<file path="config.mk">
export PLATFORM = sky130hd
export DESIGN_NAME = debug_probe_view
export DESIGN_NICKNAME = d
export VERILOG_FILES = /design/src/rtl/debug_probe_view.sv
export SDC_FILE = /design/constraint.sdc
export NUM_CORES = 1
export LEC_CHECK = 0
export ABC_AREA = 1
export CORE_AREA = 2 2 142 144
export CTS_CLUSTER_DIAMETER = 100
export CTS_CLUSTER_SIZE = 28
export DETAILED_ROUTE_END_ITERATION = 10
export DIE_AREA = 0 0 144 146
export GPL_TIMING_DRIVEN = 0
export PLACE_DENSITY = 0.8
export SKIP_LAST_GASP = 1
export SYNTH_ARGS = -nofsm -noshare
export SYNTH_HDL_FRONTEND = slang
export SYNTH_SLANG_ARGS = --single-unit
</file>
<file path="constraint.sdc">
create_clock -name clk -period 5.4 [get_ports clk]
set_clock_uncertainty 0.15 [all_clocks]
set_input_delay 0.81 -clock clk [delete_from_list [all_inputs] [get_ports clk]]
set_output_delay 0.81 -clock clk [all_outputs]
set_load 0.01 [all_outputs]
</file>
<file path="src/rtl/debug_probe_view.sv">
// debug_probe_view
//   Registered debug-probe selector for the HEX/LCD display path. Picks one
//   of NUM_CH packed probe words per cycle, with live, freeze, timed
//   auto-scan and capture-on-step modes.
//
// Ports
//   clk        system clock
//   rst        synchronous, active-high reset
//   probe_bus  NUM_CH*WIDTH packed probes, channel k at [k*WIDTH +: WIDTH]
//   sel        manual channel select
//   mode       00 live, 01 freeze, 10 auto-scan, 11 step-capture
//   step       level input (debounced key), rising edge detected here
//   disp_data  registered word to display
//   disp_ch    channel index of disp_data
//   disp_valid 1 when disp_ch < NUM_CH
//   changed    1-cycle pulse: disp_data changed while disp_ch held
module debug_probe_view #(
    parameter int WIDTH  = 32,
    parameter int NUM_CH = 10,
    parameter int SEL_W  = 4,
    parameter int DWELL  = 50_000_000
) (
    input  logic                    clk,
    input  logic                    rst,
    input  logic [NUM_CH*WIDTH-1:0] probe_bus,
    input  logic [SEL_W-1:0]        sel,
    input  logic [1:0]              mode,
    input  logic                    step,
    output logic [WIDTH-1:0]        disp_data,
    output logic [SEL_W-1:0]        disp_ch,
    output logic                    disp_valid,
    output logic                    changed
);

    typedef enum logic [1:0] {
        MODE_LIVE   = 2'b00,
        MODE_FREEZE = 2'b01,
        MODE_SCAN   = 2'b10,
        MODE_STEP   = 2'b11
    } mode_t;

    // A 1-bit counter is kept even for DWELL=1 so the compare stays legal.
    localparam int                CNT_W      = (DWELL > 1) ? $clog2(DWELL) : 1;
    localparam logic [CNT_W-1:0]  DWELL_LAST = CNT_W'(DWELL - 1);
    localparam logic [SEL_W-1:0]  LAST_CH    = SEL_W'(NUM_CH - 1);
    localparam logic [SEL_W:0]    NUM_CH_W   = (SEL_W + 1)'(NUM_CH);

    function automatic logic in_range(input logic [SEL_W-1:0] ch);
        return ({1'b0, ch} < NUM_CH_W);
    endfunction

    // Fully decoded mux: any select without a matching channel yields zero.
    function automatic logic [WIDTH-1:0] probe_word(
        input logic [NUM_CH*WIDTH-1:0] bus,
        input logic [SEL_W-1:0]        ch
    );
        logic [WIDTH-1:0] w;
        w = '0;
        for (int k = 0; k < NUM_CH; k++) begin
            if (ch == SEL_W'(k)) begin
                w = bus[k*WIDTH +: WIDTH];
            end
        end
        return w;
    endfunction

    mode_t             mode_q;
    logic              step_q;
    logic [SEL_W-1:0]  scan_ch;
    logic [CNT_W-1:0]  dwell_cnt;

    logic              step_rise;
    logic              scan_entry;
    logic [SEL_W-1:0]  entry_ch;
    logic [SEL_W-1:0]  scan_next_ch;
    logic              ld_en;
    logic [SEL_W-1:0]  ld_ch;
    logic [WIDTH-1:0]  ld_data;
    logic              ld_valid;

    always_comb begin
        step_rise    = step & ~step_q;
        scan_entry   = (mode == MODE_SCAN) && (mode_q != MODE_SCAN);
        entry_ch     = in_range(sel) ? sel : '0;
        scan_next_ch = (scan_ch == LAST_CH) ? '0 : scan_ch + 1'b1;

        ld_en = 1'b0;
        ld_ch = sel;
        case (mode)
            MODE_LIVE: begin
                ld_en = 1'b1;
            end
            MODE_SCAN: begin
                ld_en = 1'b1;
                ld_ch = scan_entry ? entry_ch : scan_ch;
            end
            MODE_STEP: begin
                ld_en = step_rise;
            end
            default: begin
                ld_en = 1'b0;
            end
        endcase

        ld_valid = in_range(ld_ch);
        ld_data  = probe_word(probe_bus, ld_ch);
    end

    // Output / state register stage
    always_ff @(posedge clk) begin
        if (rst) begin
            disp_data  <= '0;
            disp_ch    <= '0;
            disp_valid <= 1'b0;
            changed    <= 1'b0;
            scan_ch    <= '0;
            dwell_cnt  <= '0;
            // Key held through reset must not look like a fresh press.
            step_q     <= 1'b1;
            // Anything but scan, so scan re-enters from sel after reset.
            mode_q     <= MODE_LIVE;
        end else begin
            step_q <= step;
            mode_q <= mode_t'(mode);

            if (ld_en) begin
                disp_ch    <= ld_ch;
                disp_data  <= ld_data;
                disp_valid <= ld_valid;
                changed    <= (ld_ch == disp_ch) && (ld_data != disp_data);
            end else begin
                changed    <= 1'b0;
            end

            if (scan_entry) begin
                scan_ch   <= entry_ch;
                dwell_cnt <= '0;
            end else if (mode == MODE_SCAN) begin
                if (dwell_cnt == DWELL_LAST) begin
                    dwell_cnt <= '0;
                    scan_ch   <= scan_next_ch;
                end else begin
                    dwell_cnt <= dwell_cnt + 1'b1;
                end
            end
        end
    end

endmodule

</file>
# Yosys cells after proc, flatten, opt, wreduce, memory -nomap -nowiden
# Index checks and enable logic that the tools add are counted.
dict set report op_classes {
  n_eq_ne 16
  n_lt_le_gt_ge 2
  muxes 19
  n_reduce_logical 10
  n_addsub 2
  n_bitwise 3
}
# op n
set op_table {}
lappend op_table {{$mux 32} 10}
lappend op_table {{$ne 32x32->1} 1}
lappend op_table {{$mux 4} 7}
lappend op_table {{$add 26x1->26 const B} 1}
lappend op_table {{$eq 26x26->1 const B} 1}
lappend op_table {{$mux 26} 1}
lappend op_table {{$eq 4x3->1 const B} 4}
lappend op_table {{$eq 4x4->1 const B} 3}
lappend op_table {{$eq 4x2->1 const B} 2}
lappend op_table {{$lt 4x4->1 const B} 2}
lappend op_table {{$reduce_or 2->1} 3}
lappend op_table {{$add 4x1->4 const B} 1}
lappend op_table {{$eq 2x2->1 const B} 2}
lappend op_table {{$eq 4x1->1 const B} 1}
lappend op_table {{$eq 4x4->1} 1}
lappend op_table {{$logic_not 4->1} 1}
lappend op_table {{$reduce_bool 2->1} 2}
lappend op_table {{$logic_and 1x1->1} 2}
lappend op_table {{$logic_not 2->1} 1}
lappend op_table {{$ne 2x2->1 const B} 1}
lappend op_table {{$not 1->1} 2}
lappend op_table {{$pmux 1 s2} 1}
lappend op_table {{$reduce_and 2->1} 1}
lappend op_table {{$and 1x1->1} 1}
dict set report word_totals {
  wordCells 60
  input_bits 329
  ff_bits 71
}

# Longest topological paths before layout
# Gate-level depths: netlist of the first run.
dict set report depth {
  word_depth 17
  mapped_depth 26
  ltp_nobuf 25
}

# Least setup slack after synthesis of the first run
# No wires, ideal clock.
dict set report synth_path {
  kind {input-to-reg}
  start {input mode[0]}
  end {register changed}
  required_ns 5.131
  n_path_buf 2
  path_slack_ns 2.468
  t_arrival_ns 2.663
  path_stages 21
  setup_ns 0.119
  path_cell_list {inv_2 -> nand2_2 -> buf_6 -> nand2_1 -> nand3_4 -> a21oi_2 -> nand2_1 -> buf_4 -> or2_0 -> nand2_1 -> nand4_1 -> nor2_1 -> nand3_1 -> nand3b_1 -> nand2_1 -> nor2_1 -> nand2_1 -> nor2_1 -> nand2_1 -> nor2_1 -> nor2_1}
}
dict set report synth_between {
  elab_chain_cells 17
  elab_cells_between_ends 33
  cone_classes {eq/ne (13); mux (13); bitwise (1); reduce/logical (6)}
}
# element line_no
set synth_lines {}
lappend synth_lines {{start: declaration} 27} ;# input logic [1:0] mode,
lappend synth_lines {{$eq 2x2->1} {83, 89}}
lappend synth_lines {{$logic_and 1x1->1} 83} ;# scan_entry = (mode == MODE_SCAN) && (mode_q != MODE_SCAN);
lappend synth_lines {{$mux 4} 95} ;# ld_ch = scan_entry ? entry_ch : scan_ch;
lappend synth_lines {{$mux 4} 89} ;# case (mode)
lappend synth_lines {{$logic_not 4->1} 60} ;# if (ch == SEL_W'(k)) begin
lappend synth_lines {{$mux 32 (10 in a row)} 60}
lappend synth_lines {{$ne 32x32->1} 130} ;# changed <= (ld_ch == disp_ch) && (ld_data != disp_data);
lappend synth_lines {{$logic_and 1x1->1} 130}
lappend synth_lines {{end signal: assignment} 130}
lappend synth_lines {{end: declaration} 32} ;# output logic changed
# Parallel ways exist; a longest one is shown, timed or not.
# A chain may end at the register's enable or synchronous reset.

# Final worst setup path of the first run
# Ends and elaborated chain as after synthesis.

==> flow_summary.json, run 1 <==
{
  "cts_tree": "yes",
  "coreArea_sq_um": 19300,
  "antenna_found_initial": 25,
  "ys_types": 48,
  "slew_violations": 0,
  "grt_pass1_vias": 8683,
  "tightest_slew_ps": 688,
  "synth_compound_area_frac": 0.149,
  "synth_seq_cells": 71,
  "clock-sinks": 71,
  "cp_common_cell": "nor2_1",
  "crit_family": "simple AND/OR/NAND/NOR gates",
  "synthTopCellsByArea": "nand2_1 23%, dfxtp_1 22%, a21oi_1 8.2%",
  "avgSynthCellArea_sq_um": 5.60,
  "h-tree-depth": 3,
  "post-cts-setup-buffers": 0,
  "fin_util": 0.561,
  "finalHoldViolations": 0,
  "ant_nets": 0,
  "synth-edff-count": 0,
  "area_growth_syn_to_layout_pct": 66.4,
  "p_total_w": 0.00206,
  "final_cell_mix": "393 x nand2_1, 365 x clkdlybuf4s50_1, 107 x a21oi_1, 104 x nor2_1, 102 x inv_1",
  "crit_required_ps": 5470,
  "worstSetupStartpointType": "input port",
  "final_common_cell": "nand2_1",
  "min_from": "dwell_cnt[12]$_SDFFE_PP0N_",
  "synth-simple-area-share": 0.521,
  "yosys.area.top_type": "nand2_1",
  "port_buffers": 365,
  "grt_start_max_net_pins": 15,
  "crit_type": "in2reg",
  "path_clk_slew_ps": 60,
  "hold_class": "reg2reg",
  "clock_path_buffers": 2,
  "die_h_um": 146,
  "hpwl_mm": 31.2,
  "cp_max_fo": 10,
  "status": "finished, final reports clean",
  "firstDrtPassIters": 5,
  "vias": 9482,
  "power_leakage_nw": 4.50,
  "start_util": 0.337,
  "cts_resized": 0,
  "nFillCells": 1916,
  "peakVddDrop_mv": 0.167,
  "syn-num-nets": 1495,
  "final_nets": 1871,
  "syn-cell-area_sq_um": 6520,
  "clkLatencyLatePin_ps": 340,
  "yosysTopAreaCellShare": 0.226,
  "crit_slowest_cell": "clkdlybuf4s50_1",
  "cts_hold_buf": 0,
  "rsz0062_at_grt": "no",
  "drive_gt1_frac": 0.0660,
  "fin_crit_sh": 0.784,
  "setup_tns_ps": 0,
  "io_pins": 367,
  "overflow": 0,
  "routed_wl_mm": 37.7,
  "max_stage_delay_ps": 590,
  "rows": 51,
  "critPathBufInv": 4,
  "yosys.area_share.xor_xnor": 0.00671,
  "yosys_warnings": 0,
  "yosys-mux-area-fraction": 0,
  "cts-buffers-inserted": 9,
  "power_per_cell_area_nw_per_um2": 190,
  "cp-startpoint": "mode[0]",
  "grt_pass1_wl_mm": 53.1,
  "path_cells": "clkdlybuf4s50_1 -> inv_2 -> nand2_2 -> nor2_4 -> nand2_1 -> inv_2 -> nor2_8 -> nor2_2 -> nand2_1 -> buf_2 -> nor2_1 -> nor2_1 -> nand4_1 -> nor2_1 -> nand3_1 -> nand3b_1 -> nand2_1 -> nor2_1 -> nand2_1 -> nor2_1 -> nand2_1 -> nor2_1 -> nor2_1",
  "setup_viol_count_final": 0,
  "dieArea_sq_um": 21000,
  "synth_ff_type": "dfxtp_1",
  "ys_async_sr_fraction": 0,
  "synth_top_family_by_area": "simple AND/OR/NAND/NOR gates",
  "drc": 0,
  "viasPerCell": 5.18,
  "fin_crit_ps": 4230,
  "syn_inst": 1165,
  "grtUsageTotal": 0.342,
  "reg2reg_from": "mode_q[1]$_SDFF_PP0_",
  "cp-end-kind": "register",
  "fmax_mhz": 236,
  "drt-wirelength-per-cell_um": 20.6,
  "slew_headroom": 0.541,
  "gp_congestion": 0.995,
  "synth_seq_area_share": 0.218,
  "critical_path_arrival_ps": 4300,
  "root_buffer": "clkbuf_16",
  "synth_fa_ha_area_frac": 0.00192,
  "max-cap-violations": 0,
  "drtIter0Drc": 717,
  "die_w_um": 144
}
-- area by class of cell --
type | count | area, sq um | share of cell area
Clock buffer | 9 | 225 | 0.0207
Buffer | 51 | 258 | 0.0237
Timing Repair Buffer | 365 | 3650 | 0.337
Sequential cell | 71 | 1420 | 0.131
Antenna cell | 18 | 45.0 | 0.00415
Inverter | 111 | 417 | 0.0384
Clock inverter | 7 | 77.6 | 0.00715
Multi-Input combinational cell | 932 | 4430 | 0.408
Tap cell | 265 | 332 | 0.0305
-- final timing paths --
path | slack [ps] | endpoint | cells past startpoint
worst min-delay path | 330 | dwell_cnt[12]$_SDFFE_PP0N_ | 1
worst max-delay path | 1170 | changed$_SDFF_PP0_ | 23
worst max register to register | 1840 | changed$_SDFF_PP0_ | 22
worst min register to register | 330 | dwell_cnt[12]$_SDFFE_PP0N_ | 1
-- cells by family after synthesis --
| group | Yosys count |
|---|---|
| AO/OA/AOI/OAI | 182 |
| XOR/XNOR | 5 |
| adder cells (fa/ha/maj) | 1 |
| buffers and inverters | 162 |
| flip-flops | 71 |
| AND/OR/NAND/NOR | 744 |
-- Yosys cell counts, types with 18 or more instances --
cell type    n
nand3_1     98
buf_2       26
o21ai_0     54
dfxtp_1     71
or2_0       27
a21oi_1    107
nand3b_1    23
nor2_1     104
inv_1      102
nand4_1     33
nand2_1    393
clkbuf_1    18
-- stage by stage --
stage / setup slack (ps) / hold slack, ps / cells / area [sq um]
6_report: 1170 / 327 / 1829 / 10900
5_1_grt: 967 / 357 / 1822 / 10800
4_1_cts: 1220 / 328 / 1811 / 10800
3_5_place_dp: 856 / 315 / 1795 / 10500
3_3_place_gp: 894 / 312 / 1795 / 10500
2_1_floorplan: 2470 / 293 / 1165 / 6520
-- report_power, final --
part / leakage [nW] / switching, W / internal, W
clock: 0.147 / 0.000250 / 0.000363
combinational: 3.77 / 0.000450 / 0.000414
sequential: 0.582 / 0.0000318 / 0.000556
total: 4.50 / 0.000732 / 0.00133
-- sequential cells by signal, indices dropped and copies added, names as in the netlist --
register	flops
disp_data	32
dwell_cnt	26
disp_ch	4
scan_ch	4
mode_q	2
changed	1
disp_valid	1
step_q	1
-- routing by layer --
metal	share of wire	vias to the layer above	wire (um)	track usage
li1	-	4575	-	-
met1	0.39	4335	14600	0.421
met2	0.46	476	17200	0.543
met3	0.12	84	4420	0.110
met4	0.035	12	1320	0.150
met5	0.0019	-	71	0
(Power assumes the default switching activity.)
==> inputs of run 2 (changes only) <==
Settings changed: CORE_AREA 2 2 142 144 to 2 2 143 145, DIE_AREA 0 0 144 146 to 0 0 145 147, PLACE_DENSITY 0.8 to 0.79.
Clock period 5.4 ns to 4.25 ns, I/O delays scaled along.
==> run 2 against run 1 <==
- die area up 1.4%
- non-clock buffer count up 2
- flip-flop and latch count stayed put
- clock-buffer cell count rose by 3
- global-route usage down 0.64 points
- via count decreased by 2.5%
- setup slack worse by 940 ps
- routed wire length down 1.8%
- critical endpoint unchanged
- highest routed layer unchanged
==> flow_summary.json, run 2 (synthesized netlist as in run 1, its figures left out) <==
{
  "start_util": 0.329,
  "root_buffer": "clkbuf_16",
  "critPathBufInv": 3,
  "nFillCells": 1987,
  "overflow": 0,
  "gp_congestion": 1.03,
  "path_cells": "clkdlybuf4s50_1 -> inv_2 -> nor2_4 -> nand2_2 -> a21oi_2 -> nor2_4 -> nor2_2 -> nand2_1 -> buf_2 -> or2_0 -> nand2_1 -> nand4_1 -> nor2_1 -> nand3_1 -> nand3b_1 -> nand2_1 -> nor2_1 -> nand2_1 -> nor2_1 -> nand2_1 -> nor2_1 -> nor2_1",
  "tightest_slew_ps": 624,
  "dpl-instance-area_sq_um": 10500,
  "final_cell_mix": "393 x nand2_1, 365 x clkdlybuf4s50_1, 107 x a21oi_1, 103 x nor2_1, 102 x inv_1",
  "rows": 52,
  "grt_pass1_wl_mm": 53.2,
  "fin_crit_sh": 0.947,
  "finalHoldViolations": 0,
  "final_nets": 1873,
  "p_int_w": 0.00172,
  "power_leakage_nw": 4.51,
  "worst_slack_ps": 225,
  "io_pins": 367,
  "area_growth_syn_to_layout_pct": 66.8,
  "clock_path_buffers": 2,
  "setup_viol_count_final": 0,
  "p_sw_w": 0.000899,
  "drt-wirelength-per-cell_um": 20.2,
  "timing.hold.ws_ps": 320,
  "grtUsageTotal": 0.335,
  "firstDrtPassIters": 5,
  "rr_endpoint": "changed$_SDFF_PP0_",
  "largest_register_ffs": 32,
  "cp_max_fo": 10,
  "h-tree-depth": 3,
  "slew_headroom": 0.584,
  "max-cap-violations": 0,
  "crit_type": "in2reg",
  "slew_violations": 0,
  "hold_depth": 1,
  "clkLatencyLatePin_ps": 330,
  "pwr-share-clk": 0.298,
  "r2r_cells": 22,
  "hold_end": "dwell_cnt[13]$_SDFFE_PP0N_",
  "drc": 0,
  "grt_start_max_net_pins": 13,
  "crit_required_ps": 4320,
  "crit_family": "simple AND/OR/NAND/NOR gates",
  "largest_register": "disp_data",
  "critical_path_arrival_ps": 4090,
  "fmax_mhz": 248,
  "clock-sinks": 71,
  "status": "finished, final reports clean",
  "comb_power_share": 0.418,
  "path_clk_slew_ps": 60,
  "vias": 9242,
  "ant_nets": 0,
  "die_w_um": 145,
  "port_buffers": 365,
  "min_from": "dwell_cnt[13]$_SDFFE_PP0N_",
  "viasPerCell": 5.05,
  "max_stage_delay_ps": 570,
  "fin_area_sq_um": 10900,
  "cts-buffers-inserted": 9,
  "fin_crit_ps": 4030,
  "antenna_found_initial": 18,
  "final_common_cell": "nand2_1",
  "rsz0062_at_grt": "no",
  "drtIter0Drc": 785,
  "worstSetupStartpointType": "input port",
  "dieArea_sq_um": 21300,
  "cts_tree": "yes",
  "switching_share": 0.343,
  "r2r_slack_ps": 780,
  "hold_class": "reg2reg",
  "cp-end-kind": "register",
  "die_h_um": 147,
  "hpwl_mm": 31.4,
  "grt_pass1_vias": 8663,
  "routed_wl_mm": 37.0,
  "reg2reg_from": "mode_q[1]$_SDFF_PP0_",
  "place_ws_ps": -107,
  "crit_slowest_cell": "clkdlybuf4s50_1",
  "coreArea_sq_um": 19800,
  "reg_top3": "disp_data x32, dwell_cnt x26",
  "fin_util": 0.548,
  "drive_gt1_frac": 0.0678,
  "seqPwrFrac": 0.285,
  "peakVddDrop_mv": 0.244,
  "power_per_cell_area_nw_per_um2": 241
}
## run 2: worst max-delay path by stage
stage / start / end / slack [ps] / cells past startpoint
CTS: mode[1] / changed$_SDFF_PP0_ / 220 / 22
floorplan: mode[0] / changed$_SDFF_PP0_ / 1490 / 21
global route: mode[1] / changed$_SDFF_PP0_ / 2 / 22
finish: mode[1] / changed$_SDFF_PP0_ / 220 / 22
global placement: mode[1] / changed$_SDFF_PP0_ / -110 / 22
detailed placement: mode[1] / changed$_SDFF_PP0_ / -110 / 22
## run 2: power by group through the flow
stage	combinational [W]	clock, W	sequential (W)
finish	0.00109	0.000780	0.000747
global route	0.00118	0.000819	0.000751
CTS	0.00108	0.000788	0.000745
detailed placement	0.00107	0	0.000758
global placement	0.00107	0	0.000757
floorplan	0.000465	0	0.000767
## run 2: area by class of cell
| cell class | instances | area, sq um | area share |
|---|---|---|---|
| timing repair buffer | 367 | 3670 | 0.337 |
| inverter | 111 | 417 | 0.0383 |
| clock buffer | 12 | 256 | 0.0236 |
| antenna | 13 | 32.5 | 0.00299 |
| tap | 270 | 338 | 0.0311 |
| sequential | 71 | 1420 | 0.131 |
| clock inverter | 4 | 53.8 | 0.00495 |
| buffer | 51 | 258 | 0.0237 |
| multi-input combinational | 932 | 4430 | 0.408 |
## run 2: timing repair
| action | in CTS | in global routing |
|---|---|---|
| buffers inserted | 0 | 2 |
| hold buffers | 0 | 0 |
| setup endpoints to repair | 0 | 1 |
| resized for setup | 0 | 2 |
## run 2: per-layer routing
layer,wire (um),global-route usage,share of wire,vias to the layer above
met1,14300,0.406,0.39,4107
li1,-,-,-,4559
met5,81,0,0.0022,-
met3,4160,0.114,0.11,84
met2,16800,0.538,0.45,480
met4,1630,0.157,0.044,12
## run 2: per-stage QoR
step	instances	power (W)	TNS [ps]
after detailed placement	1800	0.00183	-107
after CTS	1816	0.00261	0
final	1831	0.00262	0
after global placement	1800	0.00182	-113
after global routing	1825	0.00275	0
after floorplan	1165	0.00123	0
==> inputs of run 3 (changes only) <==
Settings changed: ABC_AREA 1 to 0, CORE_AREA 2 2 143 145 to 2 2 141 143, DIE_AREA 0 0 145 147 to 0 0 143 145, PLACE_DENSITY 0.79 to 0.82.
==> run 3 against run 2 <==
- highest routed layer unchanged
- flip-flop and latch count unchanged
- critical endpoint unchanged
- largest power group unchanged
- cell count decreased by 10%
- area after synthesis up 5.5%
- sequential share of layout area shrank 0.91 points
- clock power grew 7.7%
- routed wire length grew 23%
- design area up 7.5%
- hold slack better by 10 ps
- clock-buffer cell count down 3
- non-clock buffer count grew 41
- fmax fell by 3.7%
==> flow_summary.json, run 3 <==
{
  "status": "finished, final reports clean",
  "clock_path_buffers": 2,
  "clock-sinks": 71,
  "layout.cells.non_filler": 1642,
  "comb_power_share": 0.470,
  "routed_wl_mm": 45.6,
  "ys_async_sr_fraction": 0,
  "wl_met3_mm": 5.89,
  "dieArea_sq_um": 20700,
  "power_leakage_nw": 4.25,
  "antenna_found_initial": 4,
  "rsz0062_at_grt": "no",
  "hpwl_mm": 36.5,
  "ant_nets": 0,
  "cts-buffers-inserted": 9,
  "grtUsageTotal": 0.419,
  "p_int_w": 0.00189,
  "port_buffers": 366,
  "hold_class": "reg2reg",
  "drc": 0,
  "drtIter0Drc": 1500,
  "yosysTopAreaCellShare": 0.207,
  "place_inst": 1608,
  "synth.most_common_cell": "nand2_1",
  "io_pins": 367,
  "coreArea_sq_um": 19200,
  "root_buffer": "clkbuf_16",
  "start_util": 0.358,
  "drt-met1-wl_mm": 18.3,
  "viasPerCell": 6.36,
  "syn-cell-area_sq_um": 6880,
  "reg_top3": "disp_data x32, dwell_cnt x26",
  "die_h_um": 145,
  "h-tree-depth": 3,
  "peakVddDrop_mv": 0.241,
  "slew_violations": 0,
  "cp-end-kind": "register",
  "clkLatencyLatePin_ps": 340,
  "grt_pass1_vias": 9716,
  "rows": 51,
  "top_layer_used": "met5",
  "synth-edff-count": 0,
  "worstSetupStartpointType": "input port",
  "place_ws_ps": -1010,
  "setup_viol_count_final": 0,
  "cts_tree": "yes",
  "firstDrtPassIters": 8,
  "drive_gt1_frac": 0.109,
  "ys_types": 84,
  "critical_path_arrival_ps": 4240,
  "gp_congestion": 1.01,
  "largest_register": "disp_data",
  "grt_pass1_wl_mm": 64.1,
  "final_nets": 1699,
  "tightest_slew_ps": 989,
  "syn-num-nets": 1307,
  "overflow": 0,
  "p_sw_w": 0.00112,
  "timing.hold.ws_ps": 330,
  "power_per_cell_area_nw_per_um2": 257,
  "pwr-share-clk": 0.279,
  "crit_required_ps": 4310,
  "yosys.area.top_type": "dfxtp_1",
  "fin_crit_ps": 4180,
  "final_common_cell": "clkdlybuf4s50_1",
  "path_clk_slew_ps": 60,
  "finalHoldViolations": 0,
  "slew_headroom": 0.341,
  "crit_type": "in2reg",
  "synth_seq_area_share": 0.207,
  "switching_share": 0.373,
  "vias": 10400,
  "worst_slack_ps": 70.8,
  "largest_register_ffs": 32,
  "synthTopCellsByArea": "dfxtp_1 21%, a21oi_1 5.5%, nand2_1 5.4%",
  "drt-wirelength-per-cell_um": 27.8,
  "final_cell_mix": "361 x clkdlybuf4s50_1, 98 x nand2_1, 96 x nor2_1, 74 x a21oi_1, 71 x dfxtp_1",
  "seqPwrFrac": 0.251,
  "synth_ff_type": "dfxtp_1",
  "dr_wl_met2_mm": 19.0,
  "grt_start_max_net_pins": 15,
  "die_w_um": 143,
  "fmax_mhz": 239,
  "fin_crit_sh": 0.983,
  "avgSynthCellArea_sq_um": 7.04,
  "area_growth_syn_to_layout_pct": 70.0,
  "max-cap-violations": 0,
  "yosys_warnings": 0,
  "yosys-top-cells-count": "99 x nand2_1, 98 x nor2_1, 75 x a21oi_1, 71 x dfxtp_1, 66 x o21ai_0",
  "syn_inst": 977,
  "cp_max_fo": 10,
  "fin_util": 0.609,
  "synth_seq_cells": 71
}
## run 3: cell types whose count changed in the layout (fill, tap and decap cells not counted), moves of 20 or more
cell      change
nand2_1     -295
or2_0        -27
mux2i_1      +20
buf_4        +20
inv_1        -80
nand3_1      -60
xnor2_1      +21
a21oi_1      -33
xor2_1       +22
a211oi_1     +31
o22ai_1      +21
nand3b_1     -22
## run 3: worst paths after layout
check | slack [ps] | to | start | cells after the start
setup / recovery | 70 | changed$_SDFF_PP0_ | mode[1] | 14
hold / removal | 330 | disp_ch[0]$_SDFFE_PP0P_ | disp_ch[0]$_SDFFE_PP0P_ | 2
setup reg to reg | 430 | changed$_SDFF_PP0_ | mode_q[0]$_SDFF_PP0_ | 12
hold reg to reg | 330 | disp_ch[0]$_SDFFE_PP0P_ | disp_ch[0]$_SDFFE_PP0P_ | 2
## run 3: power by group through the flow
stage                     Combinational, W  Sequential, W  Clock (W)
after floorplan                   0.000573       0.000765          0
after global placement             0.00127       0.000765          0
after detailed placement           0.00127       0.000765          0
after CTS                          0.00135       0.000751   0.000839
after global routing               0.00146       0.000758   0.000867
final                              0.00141       0.000755   0.000840
## run 3: final cells by class
type / instances / area [sq um]
diodes: 3 / 7.51
plain buffers: 78 / 412
clock buffers: 9 / 225
clock inverters: 7 / 103
fillers: 1777 / 7510
inverters: 22 / 82.6
multi-input cells: 806 / 5300
flip-flops and latches: 71 / 1420
well taps: 265 / 332
repair buffers: 381 / 3810
## run 3: layer usage
metal	vias up	track usage
li1	4508	-
met1	4898	0.580
met2	873	0.628
met3	156	0.0861
met4	2	0.179
met5	-	0
## run 3: cells by family after synthesis
kind of cell,Yosys count,share of synthesized area
AO/OA/AOI/OAI,365,0.369
XOR/XNOR,48,0.0611
adder cells (fa/ha/maj),1,0.00182
buffers and inverters,100,0.0609
flip-flops,71,0.207
multiplexers,29,0.0460
AND/OR/NAND/NOR,363,0.255
## run 3: through the flow
stage / power [W] / area, sq um / TNS [ps]
floorplan: 0.00134 / 6880 / 0
global placement: 0.00203 / 10900 / -9080
detailed placement: 0.00204 / 10900 / -10140
CTS: 0.00294 / 11600 / 0
global route: 0.00309 / 11700 / 0
finish: 0.00301 / 11700 / 0
## run 3: timing repair
| item | CTS | global route |
|---|---|---|
| resized for setup | 71 | 32 |
| hold buffers | 0 | 0 |
| setup buffers | 14 | 1 |
| pin swaps | 7 | 5 |
| endpoints found under the setup margin | 13 | 1 |
## run 3: critical path, cell delays in order
cell,delay [ps]
clkdlybuf4s15_1,350
nor2b_1,170
buf_4,170
nand3_1,130
clkbuf_2,250
a211oi_4,530
buf_4,290
nand2_1,250
o2111a_2,410
mux2i_1,140
a2111oi_0,410
a31oi_1,180
a21oi_1,210
a31oi_1,110
